[config.mk]
export PLATFORM = sky130hd
export DESIGN_NAME = pingpong_loader_flat
export DESIGN_NICKNAME = d
export VERILOG_FILES = /design/src/rtl/pingpong_loader_if.sv /design/src/rtl/pingpong_loader.sv /design/src/flat_wrapper.sv
export SDC_FILE = /design/constraint.sdc
export NUM_CORES = 1
export LEC_CHECK = 0
export ABC_AREA = 1
export BUFFER_PORTS_ARGS = -buffer_cell sky130_fd_sc_hd__buf_2
export CAP_MARGIN = 10
export CORE_MARGIN = 2
export CORE_UTILIZATION = 45
export DETAILED_ROUTE_END_ITERATION = 8
export PLACE_DENSITY = 0.75
export SLEW_MARGIN = 20
export SYNTH_ARGS = -nofsm -noshare
export SYNTH_HDL_FRONTEND = slang
export SYNTH_SLANG_ARGS = --single-unit
[constraint.sdc]
create_clock -name clk -period 1.4 [get_ports clk]
set_clock_uncertainty 0.2 [all_clocks]
set_input_delay 0.28 -clock clk [delete_from_list [all_inputs] [get_ports clk]]
set_output_delay 0.28 -clock clk [all_outputs]
set_load 0.02 [all_outputs]
[src/rtl/pingpong_loader_if.sv]
// rtl/pingpong_loader_if.sv - producer/consumer handshake bundle for the ping-pong loader
//
// Signals:
//   wr_data/wr_valid/wr_ready : producer side, word captured on wr_valid && wr_ready
//   rd_ready/rd_valid         : consumer side, word retired on rd_valid && rd_ready
//   buf0/buf1                 : holding registers, feed mux in0/in1
//   sel                       : mux select (read pointer)
//   count                     : number of unread words, 0..2
// Modports:
//   master : producer/consumer (drives wr_data, wr_valid, rd_ready)
//   slave  : pingpong_loader
interface pingpong_loader_if #(
    parameter int WIDTH = 5
);
    logic [WIDTH-1:0] wr_data;
    logic             wr_valid;
    logic             wr_ready;
    logic             rd_ready;
    logic             rd_valid;
    logic [WIDTH-1:0] buf0;
    logic [WIDTH-1:0] buf1;
    logic             sel;
    logic [1:0]       count;

    modport master (
        output wr_data, wr_valid, rd_ready,
        input  wr_ready, rd_valid, buf0, buf1, sel, count
    );

    modport slave (
        input  wr_data, wr_valid, rd_ready,
        output wr_ready, rd_valid, buf0, buf1, sel, count
    );
endinterface

[src/rtl/pingpong_loader.sv]
// rtl/pingpong_loader.sv - two-entry ping-pong buffer driving a 2:1 mux
//
// Ports:
//   clk   : clock, all state updates on the rising edge
//   rst_n : synchronous active-low reset
//   bus   : pingpong_loader_if.slave
//             in : wr_data, wr_valid, rd_ready
//             out: wr_ready, rd_valid, buf0, buf1, sel, count
// Words are written alternately into buf0/buf1; sel follows the read pointer
// so the downstream mux always shows the oldest unread word. All outputs are
// decoded from registered state only.
module pingpong_loader #(
    parameter int WIDTH = 5
) (
    input  logic                clk,
    input  logic                rst_n,
    pingpong_loader_if.slave    bus
);

    logic             wr_ptr;
    logic             rd_ptr;
    logic [1:0]       full;
    logic [WIDTH-1:0] buf0_q;
    logic [WIDTH-1:0] buf1_q;

    logic             wr_ptr_nxt;
    logic             rd_ptr_nxt;
    logic [1:0]       full_nxt;
    logic [WIDTH-1:0] buf0_nxt;
    logic [WIDTH-1:0] buf1_nxt;

    logic             wr_ready;
    logic             rd_valid;
    logic             wr_fire;
    logic             rd_fire;

    assign wr_ready = ~full[wr_ptr];
    assign rd_valid = full[rd_ptr];

    // wr_fire needs full[wr_ptr]==0 and rd_fire needs full[rd_ptr]==1, so the
    // two can never address the same buffer in one cycle. In FULL the write is
    // refused even when a read retires: space only shows up next cycle.
    assign wr_fire  = bus.wr_valid & wr_ready;
    assign rd_fire  = bus.rd_ready & rd_valid;

    always_comb begin
        wr_ptr_nxt = wr_ptr;
        rd_ptr_nxt = rd_ptr;
        full_nxt   = full;
        buf0_nxt   = buf0_q;
        buf1_nxt   = buf1_q;

        if (wr_fire) begin
            full_nxt[wr_ptr] = 1'b1;
            wr_ptr_nxt       = ~wr_ptr;
            if (wr_ptr) begin
                buf1_nxt = bus.wr_data;
            end else begin
                buf0_nxt = bus.wr_data;
            end
        end

        // Read only clears the flag; the stale word stays visible on bufN.
        if (rd_fire) begin
            full_nxt[rd_ptr] = 1'b0;
            rd_ptr_nxt       = ~rd_ptr;
        end
    end

    always_ff @(posedge clk) begin
        if (!rst_n) begin
            wr_ptr <= 1'b0;
            rd_ptr <= 1'b0;
            full   <= 2'b00;
            buf0_q <= '0;
            buf1_q <= '0;
        end else begin
            wr_ptr <= wr_ptr_nxt;
            rd_ptr <= rd_ptr_nxt;
            full   <= full_nxt;
            buf0_q <= buf0_nxt;
            buf1_q <= buf1_nxt;
        end
    end

    assign bus.wr_ready = wr_ready;
    assign bus.rd_valid = rd_valid;
    assign bus.buf0     = buf0_q;
    assign bus.buf1     = buf1_q;
    assign bus.sel      = rd_ptr;
    assign bus.count    = {1'b0, full[0]} + {1'b0, full[1]};

endmodule

[src/flat_wrapper.sv]
// flat-port wrapper written by rule: the top's interface ports become plain ports
module pingpong_loader_flat 
#(
    parameter int WIDTH = 5
)
  (clk, rst_n, bus_wr_data, bus_wr_valid, bus_rd_ready, bus_wr_ready, bus_rd_valid, bus_buf0, bus_buf1, bus_sel, bus_count);
  pingpong_loader_if #(.WIDTH(WIDTH)) bus_i ();
  input  logic clk;
  input  logic rst_n;
  input wire logic [$bits(bus_i.wr_data)-1:0] bus_wr_data;
  input wire logic [$bits(bus_i.wr_valid)-1:0] bus_wr_valid;
  input wire logic [$bits(bus_i.rd_ready)-1:0] bus_rd_ready;
  output wire logic [$bits(bus_i.wr_ready)-1:0] bus_wr_ready;
  output wire logic [$bits(bus_i.rd_valid)-1:0] bus_rd_valid;
  output wire logic [$bits(bus_i.buf0)-1:0] bus_buf0;
  output wire logic [$bits(bus_i.buf1)-1:0] bus_buf1;
  output wire logic [$bits(bus_i.sel)-1:0] bus_sel;
  output wire logic [$bits(bus_i.count)-1:0] bus_count;
  assign bus_i.wr_data = bus_wr_data;
  assign bus_i.wr_valid = bus_wr_valid;
  assign bus_i.rd_ready = bus_rd_ready;
  assign bus_wr_ready = bus_i.wr_ready;
  assign bus_rd_valid = bus_i.rd_valid;
  assign bus_buf0 = bus_i.buf0;
  assign bus_buf1 = bus_i.buf1;
  assign bus_sel = bus_i.sel;
  assign bus_count = bus_i.count;
  pingpong_loader #(.WIDTH(WIDTH)) u_core (.clk(clk), .rst_n(rst_n), .bus(bus_i));
endmodule
==> results.md, run 1 <==
* Syn-to-layout area delta at 32.2%
* Cts bufs inserted at 3
* Sink Count at 14
* RSZ-0062 raised after global routing: true
* Mean number of vias per cell at 4.43
* Total grt overflow at 0
* Outcome: complete, but fails checks
* Clock share of power at 0.231
* CTS root buf: clkbuf_4
* Final wirelength at 1270 um
* Top_reg_cell synth: dfxtp_1
* GRT Total Usage at 0.168
* Xor and xnor area share after synthesis at 0
* Total Nets Final at 126
* Worst EP arrival at 1000 ps
* # setup viols final at 4
* Drt pass-1 iters at 3
* Synth cell types at 15
* #FFs+latches synth at 14
* Worst-skew pair later-pin latency at 280 ps
* Power, Total at 0.929 mW
* Synthesized area at 622 sq um
* Post-DP Area at 732 sq um
* Worst r2r src: u_core.full[0]
* YS warnings at 0
* Synthesized instance count at 89
* Origin of the worst setup path: u_core.full[1]
* CP Cell Sequence: ha_4 > buf_6
* CTS H-tree depth at 1
* CP max stage cell: dfxtp_4
* Hold Crit Class: input pin to flip-flop
* Routability Congestion at 0.739
* # rows at 13
* Post-synthesis net count at 99
* Core Util, Final at 0.632
* Initial antenna violation count at 0
* Final Cell Area at 822 sq um
* Die Span Y at 41.2 um
* Boundary pin count at 24
* Failing checks: setup timing
* Int Power at 0.637 mW
* Pleak at 0.445 nW
* Final Cycle Share at 1.06
* Initial drt markers at 6
* Fin crit period at 1480 ps
* Max-Slew Margin vs Limit at 0.833
* R2r setup slk at 110 ps
* Hold Path Origin: bus_wr_data[3]
* Total core area at 1300 sq um
* Max cap viols at 0
* Reg power frac at 0.498
* Largest family of logic cells by synthesized area: simple AND/OR/NAND/NOR gates
* CP peak stage delay at 370 ps
* Full die area at 1700 sq um
* Ys async rst share at 0
* DR WL/cell at 9.83 um
* Worst Slack Setup Final at -79.5 ps
* Sequential fraction of the synthesis area at 0.451
* Critical path capture point type: output pin
* Max rail drop VDD at 0.603 mV
* Dpl hpwl at 861 um
* First-pass GRT wire length at 1770 um
* Post-Synth Adder-Cell Area at 0.0201
* Synth top area cells: dfxtp_1, nand2_1, nor2_1
* Antenna fix cells at 0
* Multiplexer share of the synthesized area at 0
* Synth top area share at 0.451
* Simple-Gate Fraction of Synth Area at 0.300
* Synth cell count leaders: nand2_1, nor2_1, dfxtp_1, inv_1, a21oi_1
* Post-CTS Hold Buffers at 0
* Port Buffers at 23
* Peak Freq at 676 MHz
* Post-synth EDFFs at 0
* Max clock buf depth at 2
* Post-route ant nets at 0
* Net Switching at 0.292 mW
* TritonCTS clock tree: done
* CP Max Fanout at 4
* CP Launch Type: flip-flop
* Most frequent cell after synthesis: nand2_1
* Post-Syn Area per Cell at 6.99 sq um
* Worst-path clk slew at 80 ps
* Measured slew at the worst slew-check pin at 249 ps
* Starting Density at 0.478
* Pin count of the biggest net entering global routing at 14
* Via Count at 572
* DRC errors left at 0
* Combinational fraction of design power at 0.271
* Hold Violations, Final at 0
* Share of layout cells above drive strength 1 at 0.342
* Compound-Gate Fraction of Synth Area at 0.101
* CP Data Required Time at 920 ps
* Pwr dens at 1130 nW/um^2
* Final Max Slew Viols at 0
* WS Path Type: flip-flop to output pin
* Post-synth top area cell: dfxtp_1
* Die span in x at 41.2 um
* Switch share at 0.314
* Vias in the first global route at 404
==> power groups by stage <==
stage	combinational, mW	clock [mW]	sequential (mW)
floorplan	0.127	0	0.498
global placement	0.214	0	0.464
detailed placement	0.217	0	0.466
CTS	0.237	0.225	0.460
global route	0.280	0.244	0.467
finish	0.252	0.215	0.462
==> placed cells by master (no fill, tap or decap) <==
cell type,n
dfxtp_4,2
nand3_1,7
buf_6,3
buf_2,19
a21boi_0,1
clkbuf_4,3
inv_2,2
nor2_1,16
buf_4,4
o21ai_0,1
dfxtp_1,10
o21ai_1,1
nand2_1,20
nand3_2,1
nor2_4,1
a21oi_1,8
o21ai_2,1
ha_4,1
dfxtp_2,2
inv_1,11
==> metal layers <==
| metal | wire (um) | vias to the layer above | GRT usage |
|---|---|---|---|
| met4 | 0 | 0 | 0.0484 |
| met5 | 0 | - | 0 |
| met2 | 612 | 14 | 0.234 |
| li1 | - | 323 | - |
| met3 | 80 | 0 | 0.0978 |
| met1 | 575 | 235 | 0.215 |
==> critical path, delay by kind of cell, from the launching register on <==
family     cells  cell delay (ps)
fa+ha+maj      1              260
buf+inv        1              100
flops          1              370
==> layout make-up <==
type,count,area [sq um]
fillers,135,479
flip-flops and latches,14,290
multi-input cells,58,283
repair buffers,26,159
inverters,13,48.8
clock buffers,3,22.5
well taps,15,18.8
==> through the flow <==
| step | TNS [ps] | hold slack, ps | worst slack, ps | cells |
|---|---|---|---|---|
| finish | -178 | 39.2 | -79.5 | 129 |
| global route | -357 | 50.7 | -117 | 129 |
| CTS | -262 | 38.9 | -88.0 | 128 |
| detailed placement | 0 | 265 | 99.3 | 124 |
| global placement | 0 | 258 | 127 | 124 |
| floorplan | 0 | 207 | 21.3 | 89 |
==> cells by family after synthesis <==
| family | Yosys count |
|---|---|
| buffers and inverters | 17 |
| flip-flops | 14 |
| AO/OA/AOI/OAI | 12 |
| AND/OR/NAND/NOR | 45 |
| adder cells (fa/ha/maj) | 1 |
==> registers in the layout (all words and copies together), names as in the netlist <==
signal,flops
u_core.wr_ptr,1
u_core.full,2
u_core.bus.buf0,5
u_core.bus.buf1,5
u_core.bus.sel,1
==> worst paths after layout <==
check / end / cells past startpoint
hold / removal: u_core.bus.buf1[3] / 3
setup reg to reg: u_core.wr_ptr / 4
setup / recovery: bus_count[0] / 2
hold reg to reg: u_core.bus.buf0[0] / 2
==> repair_timing <==
| item | in CTS | in global routing |
|---|---|---|
| buffers inserted | 1 | 1 |
| setup endpoints to repair | 4 | 11 |
| pin swaps | 0 | 0 |
| gates resized for setup | 11 | 8 |
Note: power is estimated with default switching activity, not from simulation.
==> run 2: changes to the inputs <==
--- a/config.mk
+++ b/config.mk
@@ -5,13 +5,13 @@
 export SDC_FILE = /design/constraint.sdc
 export NUM_CORES = 1
 export LEC_CHECK = 0
-export ABC_AREA = 1
 export BUFFER_PORTS_ARGS = -buffer_cell sky130_fd_sc_hd__buf_2
 export CAP_MARGIN = 10
 export CORE_MARGIN = 2
-export CORE_UTILIZATION = 45
+export CORE_UTILIZATION = 44
 export DETAILED_ROUTE_END_ITERATION = 8
-export PLACE_DENSITY = 0.75
+export HOLD_SLACK_MARGIN = 0.03
+export PLACE_DENSITY = 0.74
 export SLEW_MARGIN = 20
 export SYNTH_ARGS = -nofsm -noshare
 export SYNTH_HDL_FRONTEND = slang
==> run 2 against run 1 <==
The run still ends with setup timing left. Final cell count shrank 19%. Power increased by 2.7%. Highest routed layer is now met4. Area after synthesis decreased by 7.2%. Sequential power fell by 3%. Non-clock buffer count grew 5. First-iteration DRC count rose by 100%. Design area rose by 2.9%. Worst setup slack lost 50 ps. Worst hold slack improved by 34 ps.
==> results.md, run 2 <==
* Peak Freq at 654 MHz (-3.2%)
* Cts bufs inserted at 3 (unchanged)
* GRT Total Usage at 0.192 (+0.0243)
* Max cap viols at 0 (unchanged)
* Most frequent cell after synthesis: nand2_1
* Max clock buf depth at 2 (unchanged)
* CP peak stage delay at 370 ps (about the same)
* Outcome: complete, but fails checks
* DRC errors left at 0 (unchanged)
* Die Span Y at 40.2 um (-2.4%)
* Hold Path Origin: bus_wr_data[3]
* CTS H-tree depth at 1 (unchanged)
* Synth cell types at 15 (unchanged)
* Initial antenna violation count at 0 (unchanged)
* Hold Violations, Final at 0 (unchanged)
* DP Cell Count at 94 (-24%)
* Commonest non-fill, non-tap cells in the layout: buf_2, nand2_1, mux2i_1
* #FFs+latches synth at 14 (unchanged)
* Top_reg_cell synth: dfxtp_1
* Worst r2r src: u_core.full[0]
* Worst-path clk slew at 80 ps (about the same)
* Measured slew at the worst slew-check pin at 301 ps (+51.3 ps)
* Total grt overflow at 0 (unchanged)
* Port Buffers at 23 (unchanged)
* Register area at 290 sq um (unchanged)
* Worst Slack Setup Final at -129 ps (-49.6 ps)
* Worst EP arrival at 1050 ps (+50 ps)
* Synth cell count leaders: nand2_1, dfxtp_1, mux2i_1
* CP Buf/Inv Count at 1 (unchanged)
* # setup viols final at 4 (unchanged)
* Max rail drop VDD at 0.622 mV (+3.0%)
* Routability Congestion at 0.756 (+2.2%)
* RSZ-0062 raised after global routing: true
* Synthesized area at 577 sq um (-7.2%)
* Syn-to-layout area delta at 46.6%
* Post-synthesis net count at 67 (-32%)
* Synth top area share at 0.486 (+0.0352)
* Via Count at 509 (-11%)
* Final Cycle Share at 1.09 (+0.0354)
* CP Max Fanout at 4 (unchanged)
* Synth top area cells: dfxtp_1, mux2i_1, nand2_1
* Pin count of the biggest net entering global routing at 20 (+6)
* Setup TNS at -269 ps (-91.7 ps)
* Boundary pin count at 24 (unchanged)
* CP Launch Type: flip-flop
* Area of the multi-input gates at 294 sq um (+4.0%)
* CTS root buf: clkbuf_4
* Dpl hpwl at 777 um (-9.7%)
* # rows at 13 (unchanged)
* Total core area at 1270 sq um (-2.5%)
* Final Max Slew Viols at 0 (unchanged)
* First-pass GRT wire length at 2040 um (+15%)
* Die span in x at 40.2 um (-2.4%)
* Ys async rst share at 0 (unchanged)
* Final wirelength at 1210 um (-4.5%)
* Full die area at 1620 sq um (-4.7%)
* Max-Slew Margin vs Limit at 0.800 (-0.0338)
* Pleak at 0.449 nW (+0.98%)
* Post-synth EDFFs at 0 (unchanged)
* Synthesized instance count at 57 (-36%)
* Total Nets Final at 100 (-21%)
* Post-synth top area cell: dfxtp_1
* Fin crit period at 1530 ps (+49.6 ps)
* Most common cell after layout, fill and taps aside: buf_2
* Sink Count at 14 (unchanged)
* Post-route ant nets at 0 (unchanged)
* Post-Syn Area per Cell at 10.1 sq um (+45%)
* WS Path Type: flip-flop to output pin
* CP Cell Sequence: mux2_4 > buf_6
* Origin of the worst setup path: u_core.full[0]
* Share of layout cells above drive strength 1 at 0.483 (+0.141)
* TritonCTS clock tree: done
* Critical path capture point type: output pin
* Vias in the first global route at 457 (+13%)
* CP max stage cell: dfxtp_4
* Drt pass-1 iters at 4 (+1)
* Antenna fix cells at 0 (unchanged)
* Mean number of vias per cell at 4.89 (+10%)
* DR WL/cell at 11.6 um (+18%)
* Finished Layout Cells at 104 (-19%)
* Pwr dens at 1130 nW/um^2 (-0.19%)
* Fillers at 100 (-26%)
* Failing checks: setup timing
* Cell family with most CP delay: flip-flops
* Hold Crit Class: input pin to flip-flop
* CP Data Required Time at 920 ps (about the same)
* Worst-skew pair later-pin latency at 270 ps (about the same)
* YS warnings at 0 (unchanged)
* Initial drt markers at 12 (+6)
* Sequential fraction of the synthesis area at 0.486 (+0.0352)
* Starting Density at 0.455 (-0.0232)
==> run 2: metal layers <==
layer / GRT usage / up-vias / routed length [um]
li1: - / 258 / -
met1: 0.263 / 232 / 585
met2: 0.286 / 17 / 557
met3: 0.0500 / 2 / 52
met4: 0.0750 / 0 / 17
met5: 0 / - / 0
==> run 2: cell type report <==
class | count | area share
Clock buffer | 4 | 0.0429
Multi-Input combinational cell | 40 | 0.348
Tap cell | 15 | 0.0222
Sequential cell | 14 | 0.343
Timing Repair Buffer | 31 | 0.244
==> run 2: final timing paths <==
path	end	slack, ps	cells after the start
hold reg to reg	u_core.bus.buf1[3]	270	2
setup reg to reg	u_core.bus.buf0[1]	20	3
hold / removal	u_core.bus.buf1[3]	70	3
setup / recovery	bus_rd_valid	-130	2
==> run 2: power by group <==
group | internal [mW] | switching, mW
combinational | 0.113 | 0.109
clock | 0.158 | 0.127
sequential | 0.426 | 0.0203
==> run 2: cells by family after synthesis <==
| logic type | after synthesis | share of synthesized area |
|---|---|---|
| buffers and inverters | 3 | 0.0369 |
| multiplexers | 12 | 0.210 |
| AO/OA/AOI/OAI | 4 | 0.0542 |
| AND/OR/NAND/NOR | 23 | 0.191 |
| adder cells (fa/ha/maj) | 1 | 0.0217 |
| flip-flops | 14 | 0.486 |
==> run 2: repair_timing <==
item	4_1_cts	5_1_grt
setup endpoints to repair	4	16
setup buffers	4	2
pin swaps	2	1
gates resized for setup	16	3
hold buffers	0	0
==> run 2: tightest hold or removal path, stage by stage <==
cell	delay (ps)
buf_2	90
nand2_1	70
mux2i_1	60
==> run 2: per-stage QoR <==
| stage | util | setup WS [ps] | hold WS [ps] | total power [mW] | cell area (sq um) |
|---|---|---|---|---|---|
| 6_report | 0.667 | -129 | 72.8 | 0.954 | 846 |
| 5_1_grt | 0.667 | -174 | 61.7 | 1.01 | 846 |
| 4_1_cts | 0.647 | -129 | 69.9 | 0.949 | 821 |
| 3_5_place_dp | 0.555 | 29.7 | 249 | 0.622 | 704 |
| 3_3_place_gp | 0.555 | 27.9 | 242 | 0.618 | 704 |
| 2_1_floorplan | - | 28.6 | 241 | 0.572 | 577 |
